$ cat config.mk
export PLATFORM = sky130hd
export DESIGN_NAME = chan_arb_mux
export DESIGN_NICKNAME = d
export VERILOG_FILES = /design/src/rtl/chan_arb_mux.sv
export SDC_FILE = /design/constraint.sdc
export NUM_CORES = 1
export LEC_CHECK = 0
export CAP_MARGIN = 20
export CORE_MARGIN = 4
export CORE_UTILIZATION = 42
export CTS_BUF_LIST = sky130_fd_sc_hd__clkbuf_2 sky130_fd_sc_hd__clkbuf_4 sky130_fd_sc_hd__clkbuf_8
export CTS_CLUSTER_DIAMETER = 100
export CTS_CLUSTER_SIZE = 30
export DETAILED_ROUTE_END_ITERATION = 8
export PLACE_DENSITY = 0.83
export SLEW_MARGIN = 20
export SYNTH_ARGS = -nofsm -noshare
export SYNTH_HDL_FRONTEND = slang
export SYNTH_SLANG_ARGS = --single-unit
$ cat constraint.sdc
create_clock -name clk -period 3.45 [get_ports clk]
set_input_delay 0.8625 -clock clk [delete_from_list [all_inputs] [get_ports clk]]
set_output_delay 0.8625 -clock clk [all_outputs]
set_load 0.005 [all_outputs]
$ cat src/rtl/chan_arb_mux.sv
// N-channel arbitrating mux with a registered output stage. A round-robin or fixed-priority
// arbiter picks the source, and an optional burst lock keeps the grant on one channel for up to BURST beats.
module chan_arb_mux #(
    parameter int WIDTH    = 8,
    parameter int NCH      = 2,
    parameter int ARB_MODE = 0,
    parameter int BURST    = 1,
    localparam int CHW     = (NCH > 1) ? $clog2(NCH) : 1
) (
    input  logic                 clk,
    input  logic                 rst_n,
    input  logic [NCH-1:0]       in_valid,
    input  logic [NCH*WIDTH-1:0] in_data,
    output logic [NCH-1:0]       in_ready,
    output logic                 out_valid,
    output logic [WIDTH-1:0]     out_data,
    output logic [CHW-1:0]       out_ch,
    input  logic                 out_ready,
    output logic                 dbg_state
);

    localparam int CNTW = (BURST > 1) ? $clog2(BURST) : 1;

    typedef enum logic {IDLE, LOCKED} state_t;

    state_t           state, state_nxt;
    logic [CHW-1:0]   rr_ptr, rr_nxt;
    logic [CHW-1:0]   lock_ch, lock_nxt;
    logic [CNTW-1:0]  burst_cnt, cnt_nxt;
    logic [CHW-1:0]   grant;
    logic             grant_vld;
    logic             can_load;
    logic             accept;
    logic [WIDTH-1:0] sel_data;
    int               cand;

    assign dbg_state = (state == LOCKED);
    assign can_load  = !out_valid || out_ready;

    // Handshake: a beat moves on a port in any cycle where valid and ready are both high.
    // in_ready never depends on the port's own in_valid beyond arbitration, and sources
    // must hold in_valid independent of in_ready.
    always_comb begin
        grant     = '0;
        grant_vld = 1'b0;
        cand      = 0;
        if (state == LOCKED) begin
            grant     = lock_ch;
            grant_vld = 1'b1;
        end else begin
            // Walk candidates from the lowest search priority upward so the last hit wins.
            for (int k = NCH - 1; k >= 0; k--) begin
                cand = (ARB_MODE == 1) ? k : (int'(rr_ptr) + k) % NCH;
                for (int j = 0; j < NCH; j++) begin
                    if (j == cand && in_valid[j]) begin
                        grant     = CHW'(j);
                        grant_vld = 1'b1;
                    end
                end
            end
        end
    end

    always_comb begin
        in_ready = '0;
        sel_data = '0;
        for (int i = 0; i < NCH; i++) begin
            in_ready[i] = rst_n && grant_vld && can_load && (grant == CHW'(i));
            if (grant == CHW'(i))
                sel_data = in_data[i*WIDTH +: WIDTH];
        end
    end

    assign accept = |(in_ready & in_valid);
    assign rr_nxt = (grant == CHW'(NCH - 1)) ? '0 : grant + 1'b1;

    always_comb begin
        state_nxt = state;
        lock_nxt  = lock_ch;
        cnt_nxt   = burst_cnt;
        case (state)
            IDLE: begin
                if (accept && BURST > 1) begin
                    state_nxt = LOCKED;
                    lock_nxt  = grant;
                    cnt_nxt   = CNTW'(BURST - 1);
                end
            end
            LOCKED: begin
                if (accept) begin
                    cnt_nxt = burst_cnt - 1'b1;
                    if (burst_cnt == CNTW'(1))
                        state_nxt = IDLE;
                end else if (can_load) begin
                    // Locked source went idle while the output could take a beat.
                    state_nxt = IDLE;
                    cnt_nxt   = '0;
                end
            end
            default: state_nxt = IDLE;
        endcase
    end

    always_ff @(posedge clk or negedge rst_n) begin
        if (!rst_n) begin
            state     <= IDLE;
            lock_ch   <= '0;
            burst_cnt <= '0;
        end else begin
            state     <= state_nxt;
            lock_ch   <= lock_nxt;
            burst_cnt <= cnt_nxt;
        end
    end

    always_ff @(posedge clk or negedge rst_n) begin
        if (!rst_n) begin
            out_valid <= 1'b0;
            out_data  <= '0;
            out_ch    <= '0;
            rr_ptr    <= '0;
        end else if (accept) begin
            out_valid <= 1'b1;
            out_data  <= sel_data;
            out_ch    <= grant;
            rr_ptr    <= rr_nxt;
        end else if (out_ready) begin
            out_valid <= 1'b0;
        end
    end

endmodule

==> results of run 1 <==
-- cell type report --
type	count	area (sq um)	share of cell area
Inverter	4	15.0	0.0151
Multi-Input combinational cell	32	249	0.250
Timing Repair Buffer	37	360	0.362
Tap cell	15	18.8	0.0188
Sequential cell	13	325	0.327
Clock inverter	1	5.00	0.00503
Clock buffer	3	22.5	0.0226
-- worst max-delay path by stage --
stage                              to  depth (start not counted)   startpoint
after floorplan           in_ready[0]                          4    out_ready
after detailed placement  in_ready[1]                          5    out_ready
final                     in_ready[1]                          5  in_valid[1]
after global routing      in_ready[1]                          5    out_ready
after global placement    in_ready[1]                          5  in_valid[1]
after CTS                 in_ready[1]                          5    out_ready
-- cell usage in the layout, fill, tap and decap left out, drive strengths merged, types with 2 or more instances in the layout --
cell,instances
clkdlybuf4s50,33
dfrtp,13
o22ai,8
a2bb2oi,8
inv,4
buf,4
nand2,3
clkbuf,3
a21boi,2
a21o,2
-- per-stage QoR --
step           std cells  area (sq um)   util  hold WS [ns]
6_report             105           996  0.747         0.477
5_1_grt              105           996  0.747         0.514
4_1_cts              105           996  0.747         0.481
3_5_place_dp         101           968  0.726         0.464
3_3_place_gp         101           968  0.726         0.457
2_1_floorplan         51           612      -         0.440
-- power by group through the flow --
stage,registers [mW],clock network (mW),logic (mW)
after floorplan,0.202,0,0.0626
after global placement,0.198,0,0.160
after detailed placement,0.200,0,0.163
after CTS,0.197,0.0917,0.163
after global routing,0.201,0.0974,0.173
final,0.197,0.0874,0.162
-- sequential cells by signal, indices dropped and copies added, names as in the netlist --
register	flops
burst_cnt	1
dbg_state	1
out_ch	1
out_data	8
rr_ptr	1
out_valid	1
-- routing by layer --
metal | wire (um) | up-vias
met5 | 0 | -
met4 | 17 | 0
met3 | 64 | 2
met2 | 862 | 11
met1 | 626 | 277
li1 | - | 273
-- kinds of logic after synthesis --
logic type / share of synthesized area
buf+inv: 0.0613
compound gates: 0.335
simple gates: 0.0716
flops: 0.532
==> impl_metrics.yaml, run 1 <==
synthesis:
  synth-seq-cells: 13
  async_flop_share: 1.00
  syn-cell-area_sq_um: 612
  syn_avg_cell_area_sq_um: 12.0
  yosys.area.top_type_share: 0.532
  synth_nets: 72
  synth_area_leaders: "dfrtp_1, a2bb2oi_1, o22ai_1"
  synth_seq_area_share: 0.532
  ys_top_cells_by_count: "dfrtp_1, a2bb2oi_1, o22ai_1"
  post-synth-top-count-cell: "dfrtp_1"
  ys_types: 19
  synth-edff-count: 0
  syn_inst: 51
  ys.flop_type: "dfrtp_1"
  synth_largest_area_cell: "dfrtp_1"
  yosysWarnings: 0
power:
  peakVddDrop_v: 0.000376
  intPower_uw: 332
  power_uw: 446
  power_frac_seq: 0.441
  clockPowerShare: 0.196
  power_leakage_nw: 0.428
  swShare: 0.256
  power_switching_uw: 114
  pwr_density_cell_mw_per_mm2: 448
  power_frac_comb: 0.363
routing:
  drt-pass1-iter-count: 4
  drc: 0
  detail_route.wl_per_cell_um: 15.0
  drtIter0Drc: 8
  wl_mm: 1.57
  viasPerCell: 5.36
  vias: 563
  antenna_left: 0
setup_path:
  path_class: "input port to primary output"
  crit_path_cell_trace: "clkdlybuf4s50_1, inv_1, a211o_1, and2b_2, clkdlybuf4s50_1"
  ff2ff_setup_slack_ns: 1.91
  rr_startpoint: "out_valid"
  cp_slowest_cell: "clkdlybuf4s50_1"
  crit_top_cell: "clkdlybuf4s50_1"
  cp_data_arrival_time_ns: 2.40
  timing.rr.end: "out_data[3]"
  crit_path_max_incr_delay_ns: 0.50
  r2r_cells: 5
  crit_buf_inv: 3
  end_kind: "primary output"
  crit_family: "buffers and inverters"
  worstPathRequired_ns: 2.59
  critPathMaxFanout: 3
  start_kind: "input port"
sta:
  finalSetupViolCount: 0
  worstMarginPinSlew_ns: 0.599
  min_period_over_period: 0.946
  setup_ws_ns: 0.188
  max_freq_mhz: 307
  tns_ns: 0
  drv_slew: 0
  skew_ns: 0.000521
  min_period_ns: 3.26
  rsz0062_at_grt: "no"
  max-slew-margin-rel: 0.598
  finalHoldViolCount: 0
grt:
  grt-busiest-layer: "met2"
  grt_pass1_vias: 547
  antenna_found_initial: 0
  gr-total-overflow: 0
  grt.met2_usage: 0.288
  grt_pass1_wl_mm: 2.50
  grt_start_max_net_pins: 15
  track_usage: 0.165
  grt_util_met1: 0.198
  met3_usage: 0.0469
placement:
  gp_congestion: 0.668
  dp_hpwl_mm: 1.28
  preCtsSetupSlack_ns: 0.184
  port_buffers: 33
clock_network:
  clock_latency_ns: 0.27
  cts_tree: "built"
  postCtsHoldBufs: 0
  cts.clk_slew.worst_paths_ns: 0.07
  htreeDepth: 1
  cts_resized: 0
  post-cts-setup-buffers: 0
  clk_path_buf_depth: 2
  clock-sinks: 13
  cts-root-buf: "clkbuf_4"
  cts_buffers: 3
floorplanning:
  start_util: 0.459
  dieWidth_um: 46.2
  io_pins: 34
  core.rowCount: 13
  die_h_um: 46.2
  core_area_sq_mm: 0.00133
  die_area_sq_mm: 0.00213
worst_hold_path:
  worstHoldStart: "out_ch"
  hold_path.class: "flip-flop to flip-flop"
  min_path_cells: 1
  min_to: "out_ch"
run_status:
  status: "finished, final reports clean"
job:
  maxCapViolCount: 0
finish:
  final_net_count: 112
  antenna_cells_inserted: 0
  drive_above_1_share: 0.167
  fill_cells: 95
  area_delta_synth_final_pct: 62.8
No activity file was read; power rests on OpenSTA's default activity.
==> run 2: changes to the inputs <==
--- a/config.mk
+++ b/config.mk
@@ -10,7 +10,7 @@
 export CORE_UTILIZATION = 42
 export CTS_BUF_LIST = sky130_fd_sc_hd__clkbuf_2 sky130_fd_sc_hd__clkbuf_4 sky130_fd_sc_hd__clkbuf_8
 export CTS_CLUSTER_DIAMETER = 100
-export CTS_CLUSTER_SIZE = 30
+export CTS_CLUSTER_SIZE = 8
 export DETAILED_ROUTE_END_ITERATION = 8
 export PLACE_DENSITY = 0.83
 export SLEW_MARGIN = 20
==> results of run 2 <==
Final layout, timing and power as in run 1 (identical DEF).
